==> config.mk <==
export PLATFORM = sky130hd
export DESIGN_NAME = pio_host_if
export DESIGN_NICKNAME = d
export VERILOG_FILES = /design/src/rtl/pio_host_if.sv
export SDC_FILE = /design/constraint.sdc
export NUM_CORES = 2
export LEC_CHECK = 0
export ABC_AREA = 0
export CAP_MARGIN = 5
export CORE_AREA = 2 2 443 555
export DETAILED_ROUTE_END_ITERATION = 10
export DIE_AREA = 0 0 445 557
export PLACE_DENSITY = 0.53
export SLEW_MARGIN = 20
export SYNTH_ARGS = -nofsm -noshare
export SYNTH_HDL_FRONTEND = slang
export SYNTH_SLANG_ARGS = --single-unit
==> constraint.sdc <==
create_clock -name clk_25mhz -period 9.28 [get_ports clk_25mhz]
set_input_delay 1.392 -clock clk_25mhz [delete_from_list [all_inputs] [get_ports clk_25mhz]]
set_output_delay 1.392 -clock clk_25mhz [all_outputs]
set_load 0.02 [all_outputs]
==> src/rtl/pio_host_if.sv <==
// Host command interface for four PIO state machines: instruction memory, per-machine registers and TX/RX FIFOs.
// Defining PIO_HOST_READBACK_EN adds the action-15 register readback path onto dout.
module pio_host_if #(
  parameter int unsigned FIFO_DEPTH = 4
) (
  input  logic          clk_25mhz,
  input  logic          reset,
  input  logic [3:0]    action,
  input  logic [1:0]    mindex,
  input  logic [4:0]    index,
  input  logic [31:0]   din,
  output logic [31:0]   dout,
  input  logic [4:0]    imem_addr,
  output logic [15:0]   imem_data,
  output logic [127:0]  clkdiv,
  output logic [127:0]  pinctrl,
  output logic [3:0]    sm_en,
  output logic [3:0]    sm_restart,
  input  logic [3:0]    tx_pull,
  output logic [127:0]  tx_data,
  output logic [3:0]    tx_full,
  output logic [3:0]    tx_empty,
  input  logic [3:0]    rx_push,
  input  logic [127:0]  rx_data,
  output logic [3:0]    rx_full,
  output logic [3:0]    rx_empty
);

  localparam int unsigned NSM      = 4;
  localparam int unsigned PW       = $clog2(FIFO_DEPTH);
  localparam logic [PW:0] CNT_FULL = (PW+1)'(FIFO_DEPTH);

  typedef enum logic [3:0] {
    ACT_NOP      = 4'd0,
    ACT_IMEM_WR  = 4'd1,
    ACT_CLKDIV   = 4'd2,
    ACT_PINCTRL  = 4'd3,
    ACT_SM_EN    = 4'd4,
    ACT_RESTART  = 4'd5,
    ACT_TX_PUSH  = 4'd6,
    ACT_RX_POP   = 4'd7,
    ACT_READBACK = 4'd15
  } action_e;

  action_e act;
  assign act = action_e'(action);

  logic [15:0]   imem_q [32];
  logic [15:0]   imem_data_q;
  logic [31:0]   dout_q;
  logic [31:0]   clkdiv_q  [NSM];
  logic [31:0]   pinctrl_q [NSM];
  logic [3:0]    sm_en_q, sm_restart_q;

  logic [31:0]   tx_mem_q [NSM][FIFO_DEPTH];
  logic [31:0]   rx_mem_q [NSM][FIFO_DEPTH];
  logic [PW-1:0] tx_wp_q [NSM];
  logic [PW-1:0] tx_rp_q [NSM];
  logic [PW-1:0] rx_wp_q [NSM];
  logic [PW-1:0] rx_rp_q [NSM];
  logic [PW:0]   tx_cnt_q [NSM];
  logic [PW:0]   rx_cnt_q [NSM];

  logic [NSM-1:0] tx_full_c, tx_empty_c, rx_full_c, rx_empty_c;
  logic [NSM-1:0] tx_push_c, tx_pop_c, rx_push_c, rx_pop_c;
  logic [31:0]    rx_head_c [NSM];

  // A push into a full FIFO is only accepted when the same FIFO pops this cycle.
  always_comb begin
    tx_full_c  = '0;
    tx_empty_c = '0;
    rx_full_c  = '0;
    rx_empty_c = '0;
    tx_push_c  = '0;
    tx_pop_c   = '0;
    rx_push_c  = '0;
    rx_pop_c   = '0;
    tx_data    = '0;
    clkdiv     = '0;
    pinctrl    = '0;
    for (int unsigned m = 0; m < NSM; m++) begin
      rx_head_c[m]       = rx_mem_q[m][rx_rp_q[m]];
      tx_data[32*m +: 32] = tx_mem_q[m][tx_rp_q[m]];
      clkdiv[32*m +: 32]  = clkdiv_q[m];
      pinctrl[32*m +: 32] = pinctrl_q[m];
      tx_full_c[m]  = (tx_cnt_q[m] == CNT_FULL);
      tx_empty_c[m] = (tx_cnt_q[m] == '0);
      rx_full_c[m]  = (rx_cnt_q[m] == CNT_FULL);
      rx_empty_c[m] = (rx_cnt_q[m] == '0);
      tx_pop_c[m]   = tx_pull[m] && !tx_empty_c[m];
      tx_push_c[m]  = (act == ACT_TX_PUSH) && (32'(mindex) == m) &&
                      (!tx_full_c[m] || tx_pop_c[m]);
      rx_pop_c[m]   = (act == ACT_RX_POP) && (32'(mindex) == m) && !rx_empty_c[m];
      rx_push_c[m]  = rx_push[m] && (!rx_full_c[m] || rx_pop_c[m]);
    end
  end

  // Instruction memory keeps its contents across reset.
  always_ff @(posedge clk_25mhz) begin
    if (!reset && act == ACT_IMEM_WR) begin
      imem_q[index] <= din[15:0];
    end
  end

  always_ff @(posedge clk_25mhz) begin
    if (reset) begin
      dout_q       <= '0;
      imem_data_q  <= '0;
      sm_en_q      <= '0;
      sm_restart_q <= '0;
      for (int unsigned m = 0; m < NSM; m++) begin
        clkdiv_q[m]  <= 32'h0001_0000;
        pinctrl_q[m] <= '0;
        tx_wp_q[m]   <= '0;
        tx_rp_q[m]   <= '0;
        tx_cnt_q[m]  <= '0;
        rx_wp_q[m]   <= '0;
        rx_rp_q[m]   <= '0;
        rx_cnt_q[m]  <= '0;
      end
    end else begin
      imem_data_q  <= imem_q[imem_addr];
      sm_restart_q <= '0;
      case (act)
        ACT_CLKDIV:  clkdiv_q[mindex]  <= din;
        ACT_PINCTRL: pinctrl_q[mindex] <= din;
        ACT_SM_EN:   sm_en_q           <= din[3:0];
        ACT_RESTART: sm_restart_q      <= din[3:0];
        ACT_RX_POP: begin
          if (!rx_empty_c[mindex]) dout_q <= rx_head_c[mindex];
        end
`ifdef PIO_HOST_READBACK_EN
        ACT_READBACK: begin
          case (din[1:0])
            2'd0:    dout_q <= {16'h0, imem_q[index]};
            2'd1:    dout_q <= clkdiv_q[mindex];
            2'd2:    dout_q <= pinctrl_q[mindex];
            default: dout_q <= {24'h0, tx_full_c, rx_empty_c};
          endcase
        end
`endif
        default: ;
      endcase
      for (int unsigned m = 0; m < NSM; m++) begin
        if (tx_push_c[m]) begin
          tx_mem_q[m][tx_wp_q[m]] <= din;
          tx_wp_q[m]              <= tx_wp_q[m] + 1'b1;
        end
        if (tx_pop_c[m]) tx_rp_q[m] <= tx_rp_q[m] + 1'b1;
        case ({tx_push_c[m], tx_pop_c[m]})
          2'b10:   tx_cnt_q[m] <= tx_cnt_q[m] + 1'b1;
          2'b01:   tx_cnt_q[m] <= tx_cnt_q[m] - 1'b1;
          default: ;
        endcase
        if (rx_push_c[m]) begin
          rx_mem_q[m][rx_wp_q[m]] <= rx_data[32*m +: 32];
          rx_wp_q[m]              <= rx_wp_q[m] + 1'b1;
        end
        if (rx_pop_c[m]) rx_rp_q[m] <= rx_rp_q[m] + 1'b1;
        case ({rx_push_c[m], rx_pop_c[m]})
          2'b10:   rx_cnt_q[m] <= rx_cnt_q[m] + 1'b1;
          2'b01:   rx_cnt_q[m] <= rx_cnt_q[m] - 1'b1;
          default: ;
        endcase
      end
    end
  end

  assign dout       = dout_q;
  assign imem_data  = imem_data_q;
  assign sm_en      = sm_en_q;
  assign sm_restart = sm_restart_q;
  assign tx_full    = tx_full_c;
  assign tx_empty   = tx_empty_c;
  assign rx_full    = rx_full_c;
  assign rx_empty   = rx_empty_c;

endmodule
After elaboration in Yosys (flattened, before gate mapping) --
Memories as Yosys holds them, arrays and structs flattened. A register that Yosys moved wholly into a read port is not among the register bits. Cells that the tools add are included.
Word-level totals: bits in registers 40, latch bits 0, RAM bits 1848, ROM bits 0, bits of input ports 186, logic and storage cells 437, memories 11
Memory list:
- imem_q | words 32, width 16, read ports 1, clocked after Yosys merged registers in 1, wr ports 1, RTL line 48 | logic [15:0] imem_q [32];
- rx_mem_q | words 4, width 128, read ports 4, clocked after Yosys merged registers in 0, wr ports 4, RTL line 56 | logic [31:0] rx_mem_q [NSM][FIFO_DEPTH];
- tx_mem_q | words 4, width 128, read ports 4, clocked after Yosys merged registers in 0, wr ports 1, RTL line 55 | logic [31:0] tx_mem_q [NSM][FIFO_DEPTH];
- clkdiv_q | words 4, width 32, read ports 4, clocked after Yosys merged registers in 0, wr ports 4, RTL line 51 | logic [31:0] clkdiv_q [NSM];
- pinctrl_q | words 4, width 32, read ports 4, clocked after Yosys merged registers in 0, wr ports 4, RTL line 52 | logic [31:0] pinctrl_q [NSM];
- rx_cnt_q | words 4, width 3, read ports 4, clocked after Yosys merged registers in 0, wr ports 4, RTL line 62 | logic [PW:0] rx_cnt_q [NSM];
- +5 memories
Operators by class: add/sub/neg operators 32, multipliers 0, divide/modulo/power cells 0, $lt $le $gt $ge 26, equality and inequality tests 34, shift-type cells 0, muxes and demuxes 206, bitwise gates (word level) 51, reductions and logical operators 74
Operators with widths (count):
- $mux W128 | 14
- $mux W32 | 28
- $bmux W32 S2 | 9
- $demux W32 S2 | 8
- $reduce_or A128 Y1 | 3
- $mux W1 | 109
- $reduce_or A32 Y1 | 2
- $ge A3 B3 Y1 const B | 17
- $not A2 Y3 | 17
- $mux W3 | 16
- $mux W2 | 21
- $logic_and A1 B1 Y1 | 33
- $add A2 B1 Y2 const B | 16
- $or A1 B1 Y1 | 32
- $add A3 B1 Y3 const B | 8
- $eq A3 B3 Y1 const B | 8
- $logic_not A3 Y1 | 8
- $lt A3 B1 Y1 const B | 8
- $sub A3 B1 Y3 const B | 8
- $eq A2 B2 Y1 const B | 10
- $eq A2 B1 Y1 const B | 9
- $logic_not A1 Y1 | 17
- $eq A4 B3 Y1 const B | 4
- $eq A4 B2 Y1 const B | 2
- 8 further kinds | 16

Logic depth before layout (Yosys ltp) --
word-level depth 12, mapped depth 11

Worst setup path before layout --
OpenSTA, ideal clock, no wires.
kind input to register, start input port action[2], end memory clkdiv_q[3][0], enable pin, setup time 0.470 ns, arrival time 4.370 ns, path slack 4.440 ns, cell stages on the path 3, cell sequence buf_2 or3b_1 o31ai_1
RTL lines:
- start, declared | RTL line 8 | input logic [3:0] action,
- end, declared | RTL line 51

==> results.yml <==
run_status:
  status: "finished clean"
hold_path:
  hold_path_class: "flip-flop to flip-flop"
floorplanning:
  std_cell_rows: 203
  die_height_um: 557
  floorplan.die_area_um2: 248000
  count_of_boundary_i_o_pins: 642
  floorplan.core_area_um2: 243000
  floorplan.die.width_um: 445
  initial_utilization_pct: 29.7
clock_tree:
  tritoncts.num_buffers: 198
  worst_skew_pair.late_latency_ns: 0.87
  clock_tree.htree_level_count: 4
  cts-root-buf: "sky130_fd_sc_hd__clkbuf_16"
  post_cts_buffers: 0
  numClockSinks: 1904
  tritoncts: "built"
  clockBufferDepth: 4
  cts-hold-fix-buffers: 0
  clock_transition_at_path_regs_ns: 0.06
  number_of_cells_upsized_or_downsized_after_cts: 0
power:
  clock_network_power_share_pct: 40.6
  switching_share_pct: 23.6
  cell_internal_pwr_mw: 14.6
  seq_power_share_pct: 50.6
  power.static_leakage_nw: 28.9
  irDropWorstVdd_uv: 160
  pwr-share-comb_pct: 8.8
  power_density_nw_per_um2: 215
  total_switching_power_mw: 4.51
sta:
  pins_over_their_slew_limit: 0
  finalHoldViolations: 0
  grt_setup_unrepaired: "false"
  fmaxAchievable_mhz: 213
  final_period_minus_worst_setup_slack_ns: 4.69
  fin_worst_hold_slack_ns: 0.487
  tns_ns: 0
  setup_violations: 0
  finalClockSkew_ns: 0.0627
  min_period_over_period_pct: 50.5
  relSlewSlack_pct: 28.5
  worst_slew_pin_tran_ns: 1.07
route:
  drt_first_iter_violations: 3566
  drt_pass1_iterations: 5
  routed_via_density: 4.91
  wire_per_inst_um: 30.5
  final_antenna_net_count: 0
  drc: 0
  postRouteWirelength_um: 234000
  num_vias: 37700
worst_setup_path:
  worst_path_largest_cell_delay_ns: 0.94
  cp_slowest_cell: "sky130_fd_sc_hd__edfxtp_1"
  timing.critical_path.from_type: "flip-flop"
  critPathKind: "flip-flop to primary output"
  critPathRequiredTime_ns: 7.89
  critPathMaxFanout: 17
  crit_path_cell_trace: "buf_4 -> mux4_2 -> clkdlybuf4s50_1"
  cp-end-kind: "primary output"
  cp_data_arrival_time_ns: 3.29
yosys:
  postSynthCellCount: 3569
  synth.net_count: 3799
  synth-warning-count: 0
  post_synth.cell_area_avg_um2: 20.3
  ys_ff_latch: 1904
  synth-async-reset-ratio_pct: 0
  postSynth.topFlopCell: "sky130_fd_sc_hd__edfxtp_1"
  netlist_area_um2: 72400
  synth_edf_count: 1848
  leading_cell_types_by_total_area_after_synthesis: "sky130_fd_sc_hd__edfxtp_1, sky130_fd_sc_hd__mux4_2, sky130_fd_sc_hd__dfxtp_1"
  yosys.area.top_type_share_pct: 76.7
  seq_area_frac_synth_pct: 78.2
  synth.distinct_cells: 64
  synth_largest_area_cell: "sky130_fd_sc_hd__edfxtp_1"
layout:
  drive_gt1_share_pct: 18.8
  multi_input_comb_area_um2: 14600
  synthToLayoutAreaGrowth_pct: 22.9
  most_common_cell_after_layout_fill_and_taps_aside: "sky130_fd_sc_hd__edfxtp_1"
  sequential_cell_area_um2: 56600
  design.final.nets: 4551
  layout_common_cells: "sky130_fd_sc_hd__edfxtp_1, sky130_fd_sc_hd__clkdlybuf4s50_1, sky130_fd_sc_hd__mux4_2"
  fill_cells: 22500
flow_run:
  drv_cap: 0
grt:
  grt_pass1_vias: 38400
  grt_remaining_overflow: 0
  track_usage_pct: 18.5
  global_route_wire_length_before_repair_um: 317000
  grt_max_degree: 77
  grt_antenna_before_repair: 63
placement:
  place.detailed.hpwl_um: 156000
  portBuffers: 641
  finalWeightedCongestion: 0.796
worst max-delay path, delay by kind of cell (launching register included):
kind | cells | cell delay (ns)
flip-flops | 1 | 0.94
buffers and inverters | 2 | 1.06
multiplexers | 1 | 0.46
power groups by stage:
stage          combinational [mW]  clock, mW  sequential (mW)
2_1_floorplan               0.688          0             9.93
3_3_place_gp                 1.72          0             9.87
3_5_place_dp                 1.73          0             9.87
4_1_cts                      1.73       7.95             9.69
5_1_grt                      1.77       8.26             9.70
6_report                     1.68       7.77             9.69
area by class of cell:
type	count	share of cell area, %
Sequential cell	1904	63.6
Multi-Input combinational cell	1370	16.4
Timing Repair Buffer	746	7.96
Clock buffer	240	5.86
Tap cell	3177	4.47
Clock inverter	115	1.14
Inverter	101	0.426
Antenna cell	18	0.0506
kinds of logic (layout without fill, tap and decap cells):
group	count (synthesis)	after routing	synth area share, %
AO/OA/AOI/OAI	254	254	2.55
XOR/XNOR	15	15	0.182
adder cells (fa/ha/maj)	44	44	0.823
buffers and inverters	295	1202	1.74
flip-flops	1904	1904	78.2
multiplexers	451	451	12.5
other	0	18	0
AND/OR/NAND/NOR	606	606	4.02
Yosys cell counts (16+ instances only):
cell                       number
sky130_fd_sc_hd__edfxtp_1    1848
sky130_fd_sc_hd__mux4_2       358
sky130_fd_sc_hd__nor2_1       220
sky130_fd_sc_hd__nand2_1      127
sky130_fd_sc_hd__clkbuf_1     104
sky130_fd_sc_hd__inv_1        101
sky130_fd_sc_hd__a22oi_1       97
sky130_fd_sc_hd__mux2i_1       75
sky130_fd_sc_hd__buf_2         62
sky130_fd_sc_hd__and3_1        59
sky130_fd_sc_hd__dfxtp_1       56
sky130_fd_sc_hd__and2_1        55
sky130_fd_sc_hd__ha_1          38
sky130_fd_sc_hd__nor2b_1       33
sky130_fd_sc_hd__nor3_1        33
sky130_fd_sc_hd__a21oi_1       32
sky130_fd_sc_hd__a22o_1        32
sky130_fd_sc_hd__o21ai_0       25
sky130_fd_sc_hd__mux2_2        18
sky130_fd_sc_hd__nor4_1        16
registers in the layout, summed over array words and instances, names as in the netlist:
signal / flops
tx_cnt_q: 12
dout: 32
tx_rp_q: 8
rx_rp_q: 8
clkdiv_q: 128
pinctrl_q: 128
imem_q: 512
tx_mem_q: 512
imem_data: 16
sm_en: 4
rx_cnt_q: 12
sm_restart: 4
tx_wp_q: 8
rx_wp_q: 8
rx_mem_q: 512
through the flow:
step	power [mW]	instances	util, %	worst slack [ns]	cell area (µm²)
after floorplan	10.6	3569	-	4.44	72400
after global placement	11.6	7298	34.0	3.86	82700
after detailed placement	11.6	7298	34.0	3.81	82700
after CTS	19.4	7653	36.5	4.50	88900
after global routing	19.7	7656	36.5	4.49	88900
final	19.1	7671	36.6	4.59	88900
routing by layer:
| metal | part of all wire [%] | wire [µm] | global-route usage, % |
|---|---|---|---|
| met5 | 0.16 | 379 | 0 |
| met4 | 3.2 | 7370 | 5.56 |
| met3 | 7.8 | 18200 | 4.75 |
| met2 | 52 | 121000 | 32.5 |
| met1 | 37 | 87400 | 22.2 |
final timing paths:
kind                       from           to  slack, ns  cells past startpoint
setup / recovery  tx_rp_q[1][1]  tx_data[41]       4.59                      3
hold / removal          dout[0]      dout[0]       0.49                      1
setup reg to reg  rx_rp_q[0][0]     dout[19]       6.44                      5
hold reg to reg         dout[0]      dout[0]       0.49                      1
Power figures use the tool's default switching activity.
